--- src/rtl/pipe_pkg.sv ---
// pipe_pkg: types and default sizing shared by the memory-port arbiter slice.
//   ADDR_W_DEF / DATA_W_DEF / TIMEOUT_DEF : default parameter values
//   arb_state_t : arbiter FSM states
//   arb_owner_t : which pipeline channel owns the current bus transfer
package pipe_pkg;

    localparam int unsigned ADDR_W_DEF  = 32;
    localparam int unsigned DATA_W_DEF  = 32;
    localparam int unsigned TIMEOUT_DEF = 255;

    typedef enum logic [1:0] {
        IDLE     = 2'd0,
        IF_BUSY  = 2'd1,
        MEM_BUSY = 2'd2,
        DONE     = 2'd3
    } arb_state_t;

    typedef enum logic {
        OWNER_IF  = 1'b0,
        OWNER_MEM = 1'b1
    } arb_owner_t;

endpackage

--- src/rtl/mem_port_arbiter_if.sv ---
// mem_port_arbiter_if: shared single-port memory bus.
//   master modport (arbiter): drives bus_req/bus_we/bus_addr/bus_wdata/bus_be,
//                             receives bus_ready/bus_rdata
//   slave modport (memory)  : the mirror image
interface mem_port_arbiter_if
    import pipe_pkg::*;
#(
    parameter int unsigned ADDR_W = ADDR_W_DEF,
    parameter int unsigned DATA_W = DATA_W_DEF
) ();

    logic                  bus_req;
    logic                  bus_we;
    logic [ADDR_W-1:0]     bus_addr;
    logic [DATA_W-1:0]     bus_wdata;
    logic [DATA_W/8-1:0]   bus_be;
    logic                  bus_ready;
    logic [DATA_W-1:0]     bus_rdata;

    modport master (
        output bus_req, bus_we, bus_addr, bus_wdata, bus_be,
        input  bus_ready, bus_rdata
    );

    modport slave (
        input  bus_req, bus_we, bus_addr, bus_wdata, bus_be,
        output bus_ready, bus_rdata
    );

endinterface

--- src/rtl/arb_timeout_ctr.sv ---
// arb_timeout_ctr: counts consecutive cycles with en=1 and flags the
// TIMEOUT-th such cycle.
//   clk, rst_n : clock, asynchronous active-low reset
//   en         : arbiter is in a BUSY state (count clears whenever low)
//   expired    : high during the TIMEOUT-th consecutive enabled cycle
module arb_timeout_ctr
    import pipe_pkg::*;
#(
    parameter int unsigned TIMEOUT = TIMEOUT_DEF
) (
    input  logic clk,
    input  logic rst_n,
    input  logic en,
    output logic expired
);

    localparam int unsigned CNT_W = (TIMEOUT < 2) ? 1 : $clog2(TIMEOUT);

    logic [CNT_W-1:0] cnt_q;

    always_ff @(posedge clk or negedge rst_n) begin
        if (!rst_n) begin
            cnt_q <= '0;
        end else if (!en) begin
            cnt_q <= '0;
        end else begin
            cnt_q <= cnt_q + CNT_W'(1);
        end
    end

    assign expired = en && (cnt_q == CNT_W'(TIMEOUT - 1));

endmodule

--- src/rtl/mem_port_arbiter.sv ---
// mem_port_arbiter: shares one memory bus between the fetch (IF) and the
// MEM-stage ports of a pipeline. MEM wins simultaneous requests; a transfer
// always runs to completion and is reported by a one-cycle valid pulse.
//   clk, rst_n           : clock, asynchronous active-low reset
//   if_req/if_addr       : fetch request;  if_rdata/if_valid  : fetch result
//   mem_req/mem_we/...   : data request;   mem_rdata/mem_valid: data result
//   stall_if, stall_mem  : combinational stalls while a request is pending
//   bus (master modport) : shared memory bus
//   timeout_err          : sticky bus timeout flag
// Optional feature: define MEM_ARB_TIMEOUT_EN to abandon a transfer after
// TIMEOUT BUSY cycles without bus_ready (otherwise waits forever and
// timeout_err is tied low).
module mem_port_arbiter
    import pipe_pkg::*;
#(
    parameter int unsigned ADDR_W  = ADDR_W_DEF,
    parameter int unsigned DATA_W  = DATA_W_DEF,
    parameter int unsigned TIMEOUT = TIMEOUT_DEF
) (
    input  logic                clk,
    input  logic                rst_n,
    input  logic                if_req,
    input  logic [ADDR_W-1:0]   if_addr,
    output logic [DATA_W-1:0]   if_rdata,
    output logic                if_valid,
    input  logic                mem_req,
    input  logic                mem_we,
    input  logic [ADDR_W-1:0]   mem_addr,
    input  logic [DATA_W-1:0]   mem_wdata,
    input  logic [DATA_W/8-1:0] mem_be,
    output logic [DATA_W-1:0]   mem_rdata,
    output logic                mem_valid,
    output logic                stall_if,
    output logic                stall_mem,
    mem_port_arbiter_if.master  bus,
    output logic                timeout_err
);

    arb_state_t          state_q, state_d;
    arb_owner_t          owner_q;
    logic                dropped_q;
    logic [ADDR_W-1:0]   addr_q;
    logic                we_q;
    logic [DATA_W-1:0]   wdata_q;
    logic [DATA_W/8-1:0] be_q;
    logic [DATA_W-1:0]   if_rdata_q, mem_rdata_q;

    logic                busy;
    logic                owner_req;
    logic                timed_out;
    logic                xfer_done;
    logic [DATA_W-1:0]   xfer_data;

    assign busy      = (state_q == IF_BUSY) || (state_q == MEM_BUSY);
    assign owner_req = (owner_q == OWNER_MEM) ? mem_req : if_req;
    assign xfer_done = busy && (bus.bus_ready || timed_out);
    // bus_ready takes precedence over a timeout landing in the same cycle.
    assign xfer_data = bus.bus_ready ? bus.bus_rdata : '0;

`ifdef MEM_ARB_TIMEOUT_EN
    logic expired;
    logic timeout_err_q;

    arb_timeout_ctr #(.TIMEOUT(TIMEOUT)) u_timeout_ctr (
        .clk     (clk),
        .rst_n   (rst_n),
        .en      (busy),
        .expired (expired)
    );

    assign timed_out = expired && !bus.bus_ready;

    always_ff @(posedge clk or negedge rst_n) begin
        if (!rst_n) begin
            timeout_err_q <= 1'b0;
        end else if (timed_out) begin
            timeout_err_q <= 1'b1;
        end
    end

    assign timeout_err = timeout_err_q;
`else
    logic unused_timeout_cfg;
    assign unused_timeout_cfg = (TIMEOUT != 0);
    assign timed_out          = 1'b0;
    assign timeout_err        = 1'b0;
`endif

    always_comb begin
        state_d = state_q;
        case (state_q)
            IDLE: begin
                if (mem_req) begin
                    state_d = MEM_BUSY;
                end else if (if_req) begin
                    state_d = IF_BUSY;
                end
            end
            IF_BUSY, MEM_BUSY: begin
                if (xfer_done) begin
                    state_d = DONE;
                end
            end
            DONE:    state_d = IDLE;
            default: state_d = IDLE;
        endcase
    end

    always_ff @(posedge clk or negedge rst_n) begin
        if (!rst_n) begin
            state_q     <= IDLE;
            owner_q     <= OWNER_IF;
            dropped_q   <= 1'b0;
            addr_q      <= '0;
            we_q        <= 1'b0;
            wdata_q     <= '0;
            be_q        <= '0;
            if_rdata_q  <= '0;
            mem_rdata_q <= '0;
        end else begin
            state_q <= state_d;
            if (state_q == IDLE) begin
                if (mem_req) begin
                    owner_q   <= OWNER_MEM;
                    dropped_q <= 1'b0;
                    addr_q    <= mem_addr;
                    we_q      <= mem_we;
                    wdata_q   <= mem_wdata;
                    be_q      <= mem_be;
                end else if (if_req) begin
                    owner_q   <= OWNER_IF;
                    dropped_q <= 1'b0;
                    addr_q    <= if_addr;
                    we_q      <= 1'b0;
                    wdata_q   <= '0;
                    be_q      <= '1;
                end
            end
            if (busy) begin
                // Once the owner lets go (e.g. a flush) the transfer still
                // finishes on the bus but is never reported to that channel.
                if (!owner_req) begin
                    dropped_q <= 1'b1;
                end
                if (xfer_done && owner_req && !dropped_q) begin
                    if (owner_q == OWNER_MEM) begin
                        mem_rdata_q <= xfer_data;
                    end else begin
                        if_rdata_q <= xfer_data;
                    end
                end
            end
        end
    end

    assign if_valid  = (state_q == DONE) && (owner_q == OWNER_IF)  && !dropped_q;
    assign mem_valid = (state_q == DONE) && (owner_q == OWNER_MEM) && !dropped_q;
    assign if_rdata  = if_rdata_q;
    assign mem_rdata = mem_rdata_q;

    assign stall_if  = if_req  && !if_valid;
    assign stall_mem = mem_req && !mem_valid;

    assign bus.bus_req   = busy;
    assign bus.bus_we    = we_q;
    assign bus.bus_addr  = addr_q;
    assign bus.bus_wdata = wdata_q;
    assign bus.bus_be    = be_q;

endmodule

--- src/flat_wrapper.sv ---
// flat-port wrapper written by rule: the top's interface ports become plain ports
module mem_port_arbiter_flat import pipe_pkg::*;
#(
    parameter int unsigned ADDR_W  = ADDR_W_DEF,
    parameter int unsigned DATA_W  = DATA_W_DEF,
    parameter int unsigned TIMEOUT = TIMEOUT_DEF
)
  (clk, rst_n, if_req, if_addr, if_rdata, if_valid, mem_req, mem_we, mem_addr, mem_wdata, mem_be, mem_rdata, mem_valid, stall_if, stall_mem, timeout_err, bus_bus_req, bus_bus_we, bus_bus_addr, bus_bus_wdata, bus_bus_be, bus_bus_ready, bus_bus_rdata);
  mem_port_arbiter_if #(.ADDR_W(ADDR_W), .DATA_W(DATA_W)) bus_i ();
  input  logic clk;
  input  logic rst_n;
  input  logic if_req;
  input  logic [ADDR_W-1:0] if_addr;
  output logic [DATA_W-1:0] if_rdata;
  output logic if_valid;
  input  logic mem_req;
  input  logic mem_we;
  input  logic [ADDR_W-1:0] mem_addr;
  input  logic [DATA_W-1:0] mem_wdata;
  input  logic [DATA_W/8-1:0] mem_be;
  output logic [DATA_W-1:0] mem_rdata;
  output logic mem_valid;
  output logic stall_if;
  output logic stall_mem;
  output logic timeout_err;
  output wire logic [$bits(bus_i.bus_req)-1:0] bus_bus_req;
  output wire logic [$bits(bus_i.bus_we)-1:0] bus_bus_we;
  output wire logic [$bits(bus_i.bus_addr)-1:0] bus_bus_addr;
  output wire logic [$bits(bus_i.bus_wdata)-1:0] bus_bus_wdata;
  output wire logic [$bits(bus_i.bus_be)-1:0] bus_bus_be;
  input wire logic [$bits(bus_i.bus_ready)-1:0] bus_bus_ready;
  input wire logic [$bits(bus_i.bus_rdata)-1:0] bus_bus_rdata;
  assign bus_bus_req = bus_i.bus_req;
  assign bus_bus_we = bus_i.bus_we;
  assign bus_bus_addr = bus_i.bus_addr;
  assign bus_bus_wdata = bus_i.bus_wdata;
  assign bus_bus_be = bus_i.bus_be;
  assign bus_i.bus_ready = bus_bus_ready;
  assign bus_i.bus_rdata = bus_bus_rdata;
  mem_port_arbiter #(.ADDR_W(ADDR_W), .DATA_W(DATA_W), .TIMEOUT(TIMEOUT)) u_core (.clk(clk), .rst_n(rst_n), .if_req(if_req), .if_addr(if_addr), .if_rdata(if_rdata), .if_valid(if_valid), .mem_req(mem_req), .mem_we(mem_we), .mem_addr(mem_addr), .mem_wdata(mem_wdata), .mem_be(mem_be), .mem_rdata(mem_rdata), .mem_valid(mem_valid), .stall_if(stall_if), .stall_mem(stall_mem), .bus(bus_i), .timeout_err(timeout_err));
endmodule
--- config.mk ---
export PLATFORM = sky130hd
export DESIGN_NAME = mem_port_arbiter_flat
export DESIGN_NICKNAME = d
export VERILOG_FILES = /design/src/rtl/pipe_pkg.sv /design/src/rtl/mem_port_arbiter_if.sv /design/src/rtl/arb_timeout_ctr.sv /design/src/rtl/mem_port_arbiter.sv /design/src/flat_wrapper.sv
export SDC_FILE = /design/constraint.sdc
export NUM_CORES = 1
export LEC_CHECK = 0
export ABC_AREA = 1
export ABC_CLOCK_PERIOD_IN_PS = 2000
export BUFFER_PORTS_ARGS = -buffer_cell sky130_fd_sc_hd__buf_2
export CAP_MARGIN = 10
export CORE_UTILIZATION = 35
export DETAILED_ROUTE_END_ITERATION = 6
export PLACE_DENSITY_LB_ADDON = 0.2
export SYNTH_ARGS = -nofsm -noshare
export SYNTH_HDL_FRONTEND = slang
export SYNTH_HIERARCHICAL = 1
export SYNTH_SLANG_ARGS = --single-unit
export TNS_END_PERCENT = 100
--- constraint.sdc ---
create_clock -name clk -period 2 [get_ports clk]
set_input_delay 0 -clock clk [delete_from_list [all_inputs] [get_ports clk]]
set_output_delay 0 -clock clk [all_outputs]
set_load 0.005 [all_outputs]
; ---- Word-level counts from Yosys, hierarchy flattened
; Cells that the tools add are included.
[word_totals]
reg_bits = 137
latch_bits = 0
mem_bits_rw = 0
rom_bits = 0
input_bits = 138
output_inout_bits = 139
wordCells = 55
memories = 0
[op_classes]
addsub = 0
mul = 0
n_div = 0
order_cmp = 0
eq_ne = 5
shifts = 0
mux = 20
n_bitwise = 1
n_reduce_logical = 20
[op_table]
columns = op, n
row1 = 32-bit 2-to-1 mux, 5
row2 = 1-bit logical AND, 9
row3 = 1-bit 2-to-1 mux, 9
row4 = 4-bit 2-to-1 mux, 2
row5 = 2-bit 2-to-1 mux, 3
row6 = 2-bit case mux with 3 select lines, 1
row7 = 3-bit AND reduction, 2
row8 = "2-bit equality test, second input constant", 2
row9 = 2-bit AND reduction, 2
row10 = 1-bit logical NOT, 3
row11 = "3-bit inequality test, second input constant", 1
row12 = "2-bit by 1-bit equality test with 1-bit output, second input constant", 1
row13 = 2-bit logical NOT, 1
row14 = "2-bit by 1-bit inequality test with 1-bit output, second input constant", 1
row15 = 2-bit nonzero test, 1
row16 = 2-bit OR reduction, 1
row17 = 1-bit logical OR, 1
row18 = 1-bit inverter, 1

; ---- Longest topological paths before layout
; Gate-level depths: netlist of the first run.
[logic_depth]
depth_word = 6
depth_mapped = 8
mapped_depth_nobuf = 7

; ---- Least setup slack after synthesis of the first run
; No wires, ideal clock.
[synth_timing]
kind = register to register
startpoint = register u_core.state_q[0]
endpoint = register u_core.mem_rdata_q[10], in the netlist u_core/mem_rdata[10]
setup_time_ps = 116
t_arrival_ps = 1323
required_time_ps = 1884
path_slack_ps = 561
stages_incl_launch_ff = 9
path_buffers = 1
period_less_slack_ps = 1439
path_cell_list = dfrtp_1 -> inv_1 -> ha_1 -> nand2_1 -> nor2_2 -> nand2_1 -> buf_4 -> nand2_1 -> nand2_1
[synth_via]
elab_chain_cells = 6
elab_cells_between_ends = 7
cone_classes = eq/ne (2) / reduce/logical (5)
[synth_rtl]
columns = item, line
row1 = start: declaration, mem_port_arbiter.sv:39  ; arb_state_t state_q, state_d;
row2 = start signal: assignment, mem_port_arbiter.sv:121  ; state_q <= state_d;
row3 = 2-bit by 1-bit equality test with 1-bit output or 2-bit equality test (tied branches), mem_port_arbiter.sv:54  ; assign busy = (state_q == IF_BUSY) || (state_q == MEM_BUSY);
row4 = 1-bit logical OR *, mem_port_arbiter.sv:54
row5 = named net bus_bus_req, flat_wrapper.sv:26  ; output wire logic [$bits(bus_i.bus_req)-1:0] bus_bus_req;
row6 = 1-bit logical AND, mem_port_arbiter.sv:56  ; assign xfer_done = busy && (bus.bus_ready || timed_out);
row7 = 1-bit logical AND (2 in series), mem_port_arbiter.sv:145  ; if (xfer_done && owner_req && !dropped_q) begin
row8 = 3-bit AND reduction (no source line) *, --
row9 = end signal: assignment, mem_port_arbiter.sv:147  ; mem_rdata_q <= xfer_data;
row10 = end: declaration, mem_port_arbiter.sv:46  ; logic [DATA_W-1:0] if_rdata_q, mem_rdata_q;
; The timed path passes the listed nets; every way through them passes the cells marked *.
; A chain may end at the register's enable or synchronous reset.

; ---- Final worst setup path of the first run
[layout_timing]
startpoint = register u_core.state_q[0]
endpoint = register u_core.mem_rdata_q[18], in the netlist u_core/mem_rdata[18]
[layout_via]
elab_chain_cells = 6
elab_cells_between_ends = 7
cone_classes = eq/ne (2) / reduce/logical (5)
[layout_rtl]
columns = item, line
row1 = 2-bit by 1-bit equality test with 1-bit output or 2-bit equality test (tied branches), mem_port_arbiter.sv:54
row2 = 1-bit logical OR *, mem_port_arbiter.sv:54
row3 = 1-bit logical AND, mem_port_arbiter.sv:56
row4 = 1-bit logical AND (2 in series), mem_port_arbiter.sv:145
row5 = 3-bit AND reduction (no source line) *, --
; Mark *: on every way between the ends. The rest lies on a longest branch, timed or not.

==> qor.yml, run 1 <==
cp-start-kind: "flop"
max_stage_delay_ns: 0.38
rows: 47
grt_max_degree: 76
ir_drop_v: 0.000591
synthTopCellsByArea: "dfrtp_1 58%, nand2_1 26%, nand3_1 8.2%, buf_2 1.9%, buf_6 1.9%"
async_flop_share_pct: 100
drt_iter0_drc: 277
finalSetupTns_ns: 0
htreeDepth: 4
wire_per_inst_um: 13.6
synth-main-ff-cell: "dfrtp_1"
grt_pass1_wl_um: 29800
routed_wl_um: 18400
max_freq_mhz: 627
cellLeakagePower_uw: 0.00540
place.gp.congestion: 0.812
netlist_area_sq_um: 5950
critPathMaxFanout: 32
final_max_slew_viol_count: 0
rsz0062_at_grt: "no"
synth_top_area_share_pct: 57.6
chipHeight_um: 132
port_buffers: 275
vias: 6128
synth-seq-area-share_pct: 57.6
synth_cells: 726
finClkSkew_ns: 0.0101
path_clk_slew_ns: 0.06
root_buffer: "clkbuf_16"
synth-edff-count: 0
worstMarginPinSlew_ns: 0.665
route.detailed.drc: 0
yosysMostFrequentCell: "nand2_1"
min_period_ns: 1.59
post-route-util_pct: 56.9
first_global_vias: 6149
tritoncts: "yes"
crit_required_ns: 2.29
period_share_pct: 79.7
hpwlAfterDp_um: 11800
hold_violations: 0
insertedDiodeCount: 0
setup_violations: 0
drv_cap: 0
clock_path_buffers: 2
antenna_found_initial: 0
antenna_left: 0
die-area_sq_um: 17500
power_density_nw_per_um2: 1300
via_per_inst: 4.51
cts.sinks: 137
synth_top_cell_by_area: "dfrtp_1"
dr.pass1.iters: 7
synth_warnings: 6
crit_path_cell_trace: "inv_1 -> ha_1 -> nand2_1 -> nor2_4 -> nand2_1 -> buf_12 -> nand2_1 -> nand2_1"
worstHoldPathType: "input pin to flop"
overflow: 0
core_sq_um: 16600
ioPinCount: 277
end_kind: "flop"
relSlewSlack_pct: 55.6
numCtsBuffers: 17
outcome: "completed"
die_x_um: 132
grt_use_total_pct: 21.6
areaGrowthSynthToFinish_pct: 58.8
synth_seq_cells: 137
synth_cell_types: 17
nets: 1268
synth_nets: 867
avgSynthCellArea_sq_um: 8.19
clk_latency_ns: 0.41
crit_type: "flop to flop"
start_util_pct: 35.9
cp.arrival_ns: 1.89
cpMostUsedCell: "nand2_1"
drive_above_1_share_pct: 28.9
critPathSlowestCell: "dfrtp_1"
yosys-top-cells-count: "407 x nand2_1, 137 x dfrtp_1, 97 x nand3_1"
==> flip-flops by register name, summed over array words and instances, names as in the netlist <==
name and count:
u_core/state_q 2, u_core/mem_rdata 32, u_core/bus.bus_we 1, u_core/owner_q 1, u_core/bus.bus_be 4, u_core/dropped_q 1
u_core/if_rdata 32, u_core/bus.bus_wdata 32, u_core/bus.bus_addr 32
==> cell type report <==
cell class	instances	area [sq um]
Tap cell	220	275
Timing Repair Buffer	427	2910
Fill cell	1517	7140
Sequential cell	137	3430
Multi-Input combinational cell	532	2180
Inverter	12	45.0
Clock buffer	20	457
Clock inverter	12	148
==> metrics by stage <==
stage	hold slack (ns)	setup WS, ns	cells	cell area (sq um)	total power (uW)
5_1_grt	0.0695	0.233	1360	9440	13200
3_5_place_dp	-0.0935	0.410	1193	7490	8950
6_report	0.0265	0.406	1360	9440	12300
2_1_floorplan	-0.296	0.561	726	5950	6960
4_1_cts	0.0124	0.401	1360	9440	12400
3_3_place_gp	-0.0925	0.458	1193	7490	8880
==> path summary, 6_finish.rpt <==
path | slack (ns) | cells past startpoint | to | startpoint
min reg2reg | 0.46 | 2 | u_core/mem_rdata[8] | u_core/mem_rdata[8]
min | 0.03 | 5 | u_core/state_q[1] | mem_req
max in group asynchronous | 1.23 | 3 | u_core/if_rdata[9] | rst_n
min in group asynchronous | 0.05 | 2 | u_core/bus.bus_wdata[3] | rst_n
max reg2reg | 0.41 | 8 | u_core/mem_rdata[18] | u_core/state_q[0]
max | 0.41 | 8 | u_core/mem_rdata[18] | u_core/state_q[0]
==> power breakdown <==
part           internal (uW)  switching (uW)
Sequential              3990             667
Clock                   2020            1150
Combinational           1950            2510
Total                   7960            4330
==> logic make-up after synthesis <==
| group | synth area share, % |
|---|---|
| AOI/OAI and AO/OA | 0.484 |
| adders and majority gates | 0.631 |
| buffers and inverters | 5.91 |
| DFF | 57.6 |
| other | 0.0631 |
| and+or+nand+nor | 35.3 |
==> timing repair <==
item / 4_1_cts / 5_1_grt
resized for setup: 0 / 0
endpoints found under the hold margin: 272 / 0
buffers inserted: 0 / 0
hold buffers: 135 / 0
==> cell usage in the layout (no fill, tap or decap), drive strengths merged <==
cell type / instances
dfrtp: 137
inv: 12
nand2: 407
clkinvlp: 2
buf: 292
ha: 3
nand3: 97
conb: 1
o21ai: 5
dlygate4sd3: 135
nor2: 19
clkinv: 7
bufinv: 3
clkbuf: 20
==> routing by layer <==
metal | vias up | GRT usage (%) | wire (um)
li1 | 3056 | - | -
met1 | 2835 | 26.5 | 8020
met2 | 212 | 36.9 | 9110
met3 | 25 | 5.11 | 952
met4 | 0 | 7.79 | 363
met5 | - | 0 | 0
==> critical path, delay by kind of cell (launching register included) <==
kind | cells | cell delay [ns]
flops | 1 | 0.38
fa+ha+maj | 1 | 0.35
buf+inv | 2 | 0.26
simple gates | 5 | 0.50
Note: power is estimated with default switching activity, not from simulation.
==> run 2, diff against run 1 <==
--- a/config.mk
+++ b/config.mk
@@ -6,7 +6,7 @@
 export NUM_CORES = 1
 export LEC_CHECK = 0
 export ABC_AREA = 1
-export ABC_CLOCK_PERIOD_IN_PS = 2000
+export ABC_CLOCK_PERIOD_IN_PS = 1600
 export BUFFER_PORTS_ARGS = -buffer_cell sky130_fd_sc_hd__buf_2
 export CAP_MARGIN = 10
 export CORE_UTILIZATION = 35
==> constraint.sdc (replaced) <==
create_clock -name clk -period 1.6 [get_ports clk]
set_input_delay 0 -clock clk [delete_from_list [all_inputs] [get_ports clk]]
set_output_delay 0 -clock clk [all_outputs]
set_load 0.005 [all_outputs]
==> run 2 against run 1 <==
Against the previous run:
- clock-buffer cell count shrank 1
- wire length grew 5.2%
- non-clock buffer count grew 16
- critical path type unchanged
- highest routed layer unchanged
==> qor.yml, run 2 (synthesis results as in run 1) <==
place.gp.congestion: 0.811
final_common_cell: "nand2_1"
critPathSlowestCell: "dfrtp_1"
path_clk_slew_ns: 0.05
drive_above_1_share_pct: 30.6
cpMostUsedCell: "nand2_1"
via_per_inst: 4.58
worstMarginPinSlew_ns: 0.526
final_max_slew_viol_count: 0
crit_required_ns: 1.90
setup_violations: 0
finClkSkew_ns: 0.00743
setup_ws_ns: 0.0771
hpwlAfterDp_um: 12100
numCtsBuffers: 17
route.detailed.drc: 0
max_freq_mhz: 657
chipHeight_um: 132
power_density_nw_per_um2: 1640
grt_use_total_pct: 22.3
first_global_vias: 6322
antenna_found_initial: 0
die-area_sq_um: 17500
placed_cells: 1198
crit_path_cell_trace: "inv_2 -> ha_4 -> nand2_2 -> nor2_4 -> buf_6 -> nand2_8 -> clkbuf_16 -> nand2_1 -> nand2_1"
multi_input_area_sq_um: 2220
end_kind: "flop"
drt_iter0_drc: 318
max_stage_delay_ns: 0.38
cp.buffers_inverters: 3
die_x_um: 132
tritoncts: "yes"
ir_drop_v: 0.000775
cp-start-kind: "flop"
dr.pass1.iters: 5
clock_path_buffers: 2
overflow: 0
cp.arrival_ns: 1.82
crit_family: "flip-flops"
whs_ns: 0.0559
drv_cap: 0
critPathMaxFanout: 6
rows: 47
routed_wl_um: 19400
hold_violations: 0
antenna_left: 0
regArea_sq_um: 3430
outcome: "completed"
crit_type: "flop to flop"
port_buffers: 275
place_ws_ns: 0.0194
finalNonFillerCells: 1377
grt_max_degree: 52
relSlewSlack_pct: 64.9
ioPinCount: 277
post-route-cell-area_sq_um: 9810
grt_pass1_wl_um: 30900
cellLeakagePower_uw: 0.00556
htreeDepth: 4
areaGrowthSynthToFinish_pct: 65.0
worstHoldPathType: "input pin to flop"
period_share_pct: 95.2
nets: 1284
core_sq_um: 16600
root_buffer: "clkbuf_16"
start_util_pct: 35.9
min_period_ns: 1.52
clk_latency_ns: 0.41
place_area_sq_um: 7630
post-route-util_pct: 59.2
fill_cells: 1482
vias: 6304
wire_per_inst_um: 14.1
final_cell_mix: "404 x nand2_1, 274 x buf_2, 137 x dfrtp_1"
cts.sinks: 137
run 2: final timing paths:
| kind | from | to | slack (ns) | cells after the start |
|---|---|---|---|---|
| max | u_core/state_q[1] | u_core/if_rdata[28] | 0.08 | 9 |
| min | mem_req | u_core/state_q[1] | 0.06 | 5 |
| max reg2reg | u_core/state_q[1] | u_core/if_rdata[28] | 0.08 | 9 |
| min reg2reg | u_core/bus.bus_wdata[4] | u_core/bus.bus_wdata[4] | 0.46 | 2 |
| max in group asynchronous | rst_n | u_core/if_rdata[9] | 0.88 | 3 |
| min in group asynchronous | rst_n | u_core/if_rdata[22] | 0.13 | 2 |
run 2: cell type report:
cell class / count / area share (%)
Tap cell: 220 / 2.81
Timing Repair Buffer: 443 / 33.0
Antenna cell: 1 / 0.0255
Sequential cell: 137 / 34.9
Clock inverter: 13 / 1.54
Clock buffer: 19 / 4.62
Multi-Input combinational cell: 532 / 22.6
Inverter: 12 / 0.459
run 2: timing repair:
action / CTS / global route
gates resized for setup: 0 / 14
endpoints found under the hold margin: 272 / 0
hold buffers: 135 / 0
endpoints found under the setup margin: 0 / 74
buffers inserted: 0 / 5
run 2: stage by stage:
stage / total power (uW) / setup TNS [ns]
after floorplan: 8700 / 0
after global routing: 17200 / -0.0297
final: 16000 / 0
after global placement: 11400 / 0
after CTS: 15800 / 0
after detailed placement: 11500 / 0
run 2: per-layer routing:
metal	wire, um	track usage [%]	up-vias
met2	9440	37.5	261
met4	555	9.58	0
met5	0	0	-
met3	1280	5.88	41
met1	8130	26.9	2909
li1	-	-	3093
run 2: power breakdown:
part / total (uW) / internal, uW / leakage (uW) / switching, uW
sequential: 5830 / 4990 / 0.00172 / 842
clock: 3980 / 2520 / 0.000294 / 1460
combinational: 6230 / 2900 / 0.00354 / 3330
run 2: worst min-delay path: cells and delay by family:
kind | cells | cell delay, ns
buffers and inverters | 1 | 0.18
and+or+nand+nor | 4 | 0.24
==> run 3, diff against run 2 <==
--- a/config.mk
+++ b/config.mk
@@ -9,9 +9,9 @@
 export ABC_CLOCK_PERIOD_IN_PS = 1600
 export BUFFER_PORTS_ARGS = -buffer_cell sky130_fd_sc_hd__buf_2
 export CAP_MARGIN = 10
-export CORE_UTILIZATION = 35
+export CORE_UTILIZATION = 45
 export DETAILED_ROUTE_END_ITERATION = 6
-export PLACE_DENSITY_LB_ADDON = 0.2
+export PLACE_DENSITY = 0.78
 export SYNTH_ARGS = -nofsm -noshare
 export SYNTH_HDL_FRONTEND = slang
 export SYNTH_HIERARCHICAL = 1
==> run 3 against run 2 <==
Against the previous run:
- the run now ends with negative setup slack left
- largest power group unchanged
- via count grew 7.0%
- total power shrank 0.82%
- global-route usage grew 7.7 points
- critical path type unchanged
==> qor.yml, run 3 (synthesis results as in run 1) <==
place_area_sq_um: 7500
critPathSlowestCell: "dfrtp_1"
rsz0062_at_grt: "yes"
r2r-end: "u_core/mem_rdata[17]"
die_x_um: 117
min_to: "u_core/state_q[1]"
cts.sinks: 137
holdPathStages: 5
finClkSkew_ns: 0.00489
r2r_setup_slack_ns: -0.02
nets: 1280
via_per_inst: 5.09
hpwlAfterDp_um: 11900
hold_path.startpoint: "mem_req"
post-route-util_pct: 75.8
grt_pass1_wl_um: 30900
chipHeight_um: 117
power_uw: 15900
ff2ff_path_depth: 8
period_share_pct: 101
setup_violations: 3
ir_drop_v: 0.000855
power_density_nw_per_um2: 1640
overflow: 0
crit_path_cell_trace: "inv_2 -> ha_4 -> nand2_4 -> nor2_4 -> nand2_4 -> buf_12 -> nand2_1 -> nand2_1"
final_max_slew_viol_count: 0
dr.pass1.iters: 6
outcome: "finished with violations"
crit_family: "simple AND/OR/NAND/NOR gates"
htreeDepth: 4
cellLeakagePower_uw: 0.00552
die-area_sq_um: 13700
cp.arrival_ns: 1.92
reg2reg_from: "u_core/state_q[0]"
worstHoldPathType: "input pin to flop"
drt_iter0_drc: 635
first_global_vias: 6500
critPathLaunch: "u_core/state_q[0]"
drive_above_1_share_pct: 32.8
rows: 41
crit_type: "flop to flop"
min_period_ns: 1.62
crit_required_ns: 1.90
drv_cap: 0
clock_path_buffers: 2
max_stage_delay_ns: 0.37
route.detailed.drc: 0
core_sq_um: 12800
antenna_left: 0
cp.buffers_inverters: 2
final_common_cell: "nand2_1"
root_buffer: "clkbuf_16"
wire_per_inst_um: 16.2
max_freq_mhz: 616
final_cell_mix: "370 x nand2_1, 274 x buf_2, 137 x dfrtp_1"
grt_use_total_pct: 30.0
routed_wl_um: 21500
clk_latency_ns: 0.41
tritoncts: "yes"
vias: 6745
end_kind: "flop"
setup_ws_ns: -0.0225
numCtsBuffers: 17
path_clk_slew_ns: 0.06
failed_checks: "negative setup slack"
grt_max_degree: 65
ioPinCount: 277
fill_cells: 818
post-route-cell-area_sq_um: 9690
hold_violations: 0
port_buffers: 275
cp-start-kind: "flop"
place.gp.congestion: 0.785
antenna_found_initial: 1
areaGrowthSynthToFinish_pct: 62.9
critPathMaxFanout: 16
start_util_pct: 46.6
[run 3: cell count changes in the layout (fill, tap and decap cells not counted), moves of 3 or more]
cell and change:
buf_12 -3, clkbuf_1 +4, nand2_1 -34, nand2_2 +29, nand2_4 +6
[run 3: worst register-to-register path, cell delays in order (launching register included)]
cell and delay [ns]:
dfrtp_1 0.37, inv_2 0.07, ha_4 0.29, nand2_4 0.05, nor2_4 0.24, nand2_4 0.13, buf_12 0.17, nand2_1 0.11
nand2_1 0.07
[run 3: worst max path at each step]
stage / cells past startpoint / to / slack, ns
final: 8 / u_core/mem_rdata[17] / -0.02
after global routing: 8 / u_core/if_rdata[16] / -0.06
after CTS: 7 / u_core/mem_rdata[16] / 0.07
after detailed placement: 7 / u_core/mem_rdata[16] / 0.09
after global placement: 7 / u_core/if_rdata[8] / 0.12
after floorplan: 8 / u_core/mem_rdata[10] / 0.16
[run 3: layout make-up]
type                       instances  area, sq um  share of cell area (%)
clock inverter                     9         76.3                   0.788
clock buffer                      22          454                    4.69
inverter                          12         45.0                   0.465
tap                              172          215                    2.22
sequential                       137         3430                    35.4
antenna                            1         2.50                  0.0258
timing repair buffer             439         3150                    32.5
multi-input combinational        532         2310                    23.9
[run 3: metrics by stage]
stage	cells	hold slack (ns)	TNS [ns]	worst slack [ns]
floorplan	726	-0.296	0	0.161
global placement	1148	-0.0173	0	0.120
detailed placement	1148	-0.0153	0	0.0854
CTS	1314	0.00519	0	0.0699
global route	1324	0.0806	-1.39	-0.0562
finish	1324	0.0392	-0.0248	-0.0225
[run 3: report_power, final]
group	internal, uW	switching (uW)	total [uW]
Sequential	5000	979	5980
Clock	2150	1400	3550
Combinational	2860	3520	6380
[run 3: repair_timing]
| action | CTS | global route |
|---|---|---|
| endpoints found under the setup margin | 0 | 24 |
| hold buffers | 135 | 0 |
| resized for setup | 0 | 47 |
| buffers inserted | 0 | 2 |
| endpoints found under the hold margin | 272 | 0 |
[run 3: metal layers]
| metal | vias to the layer above | wire [um] | global-route usage (%) |
|---|---|---|---|
| li1 | 3080 | - | - |
| met1 | 3170 | 7980 | 33.5 |
| met3 | 87 | 1730 | 7.98 |
| met4 | 0 | 1040 | 18.5 |
| met2 | 408 | 10700 | 51.2 |
| met5 | - | 0 | 0 |
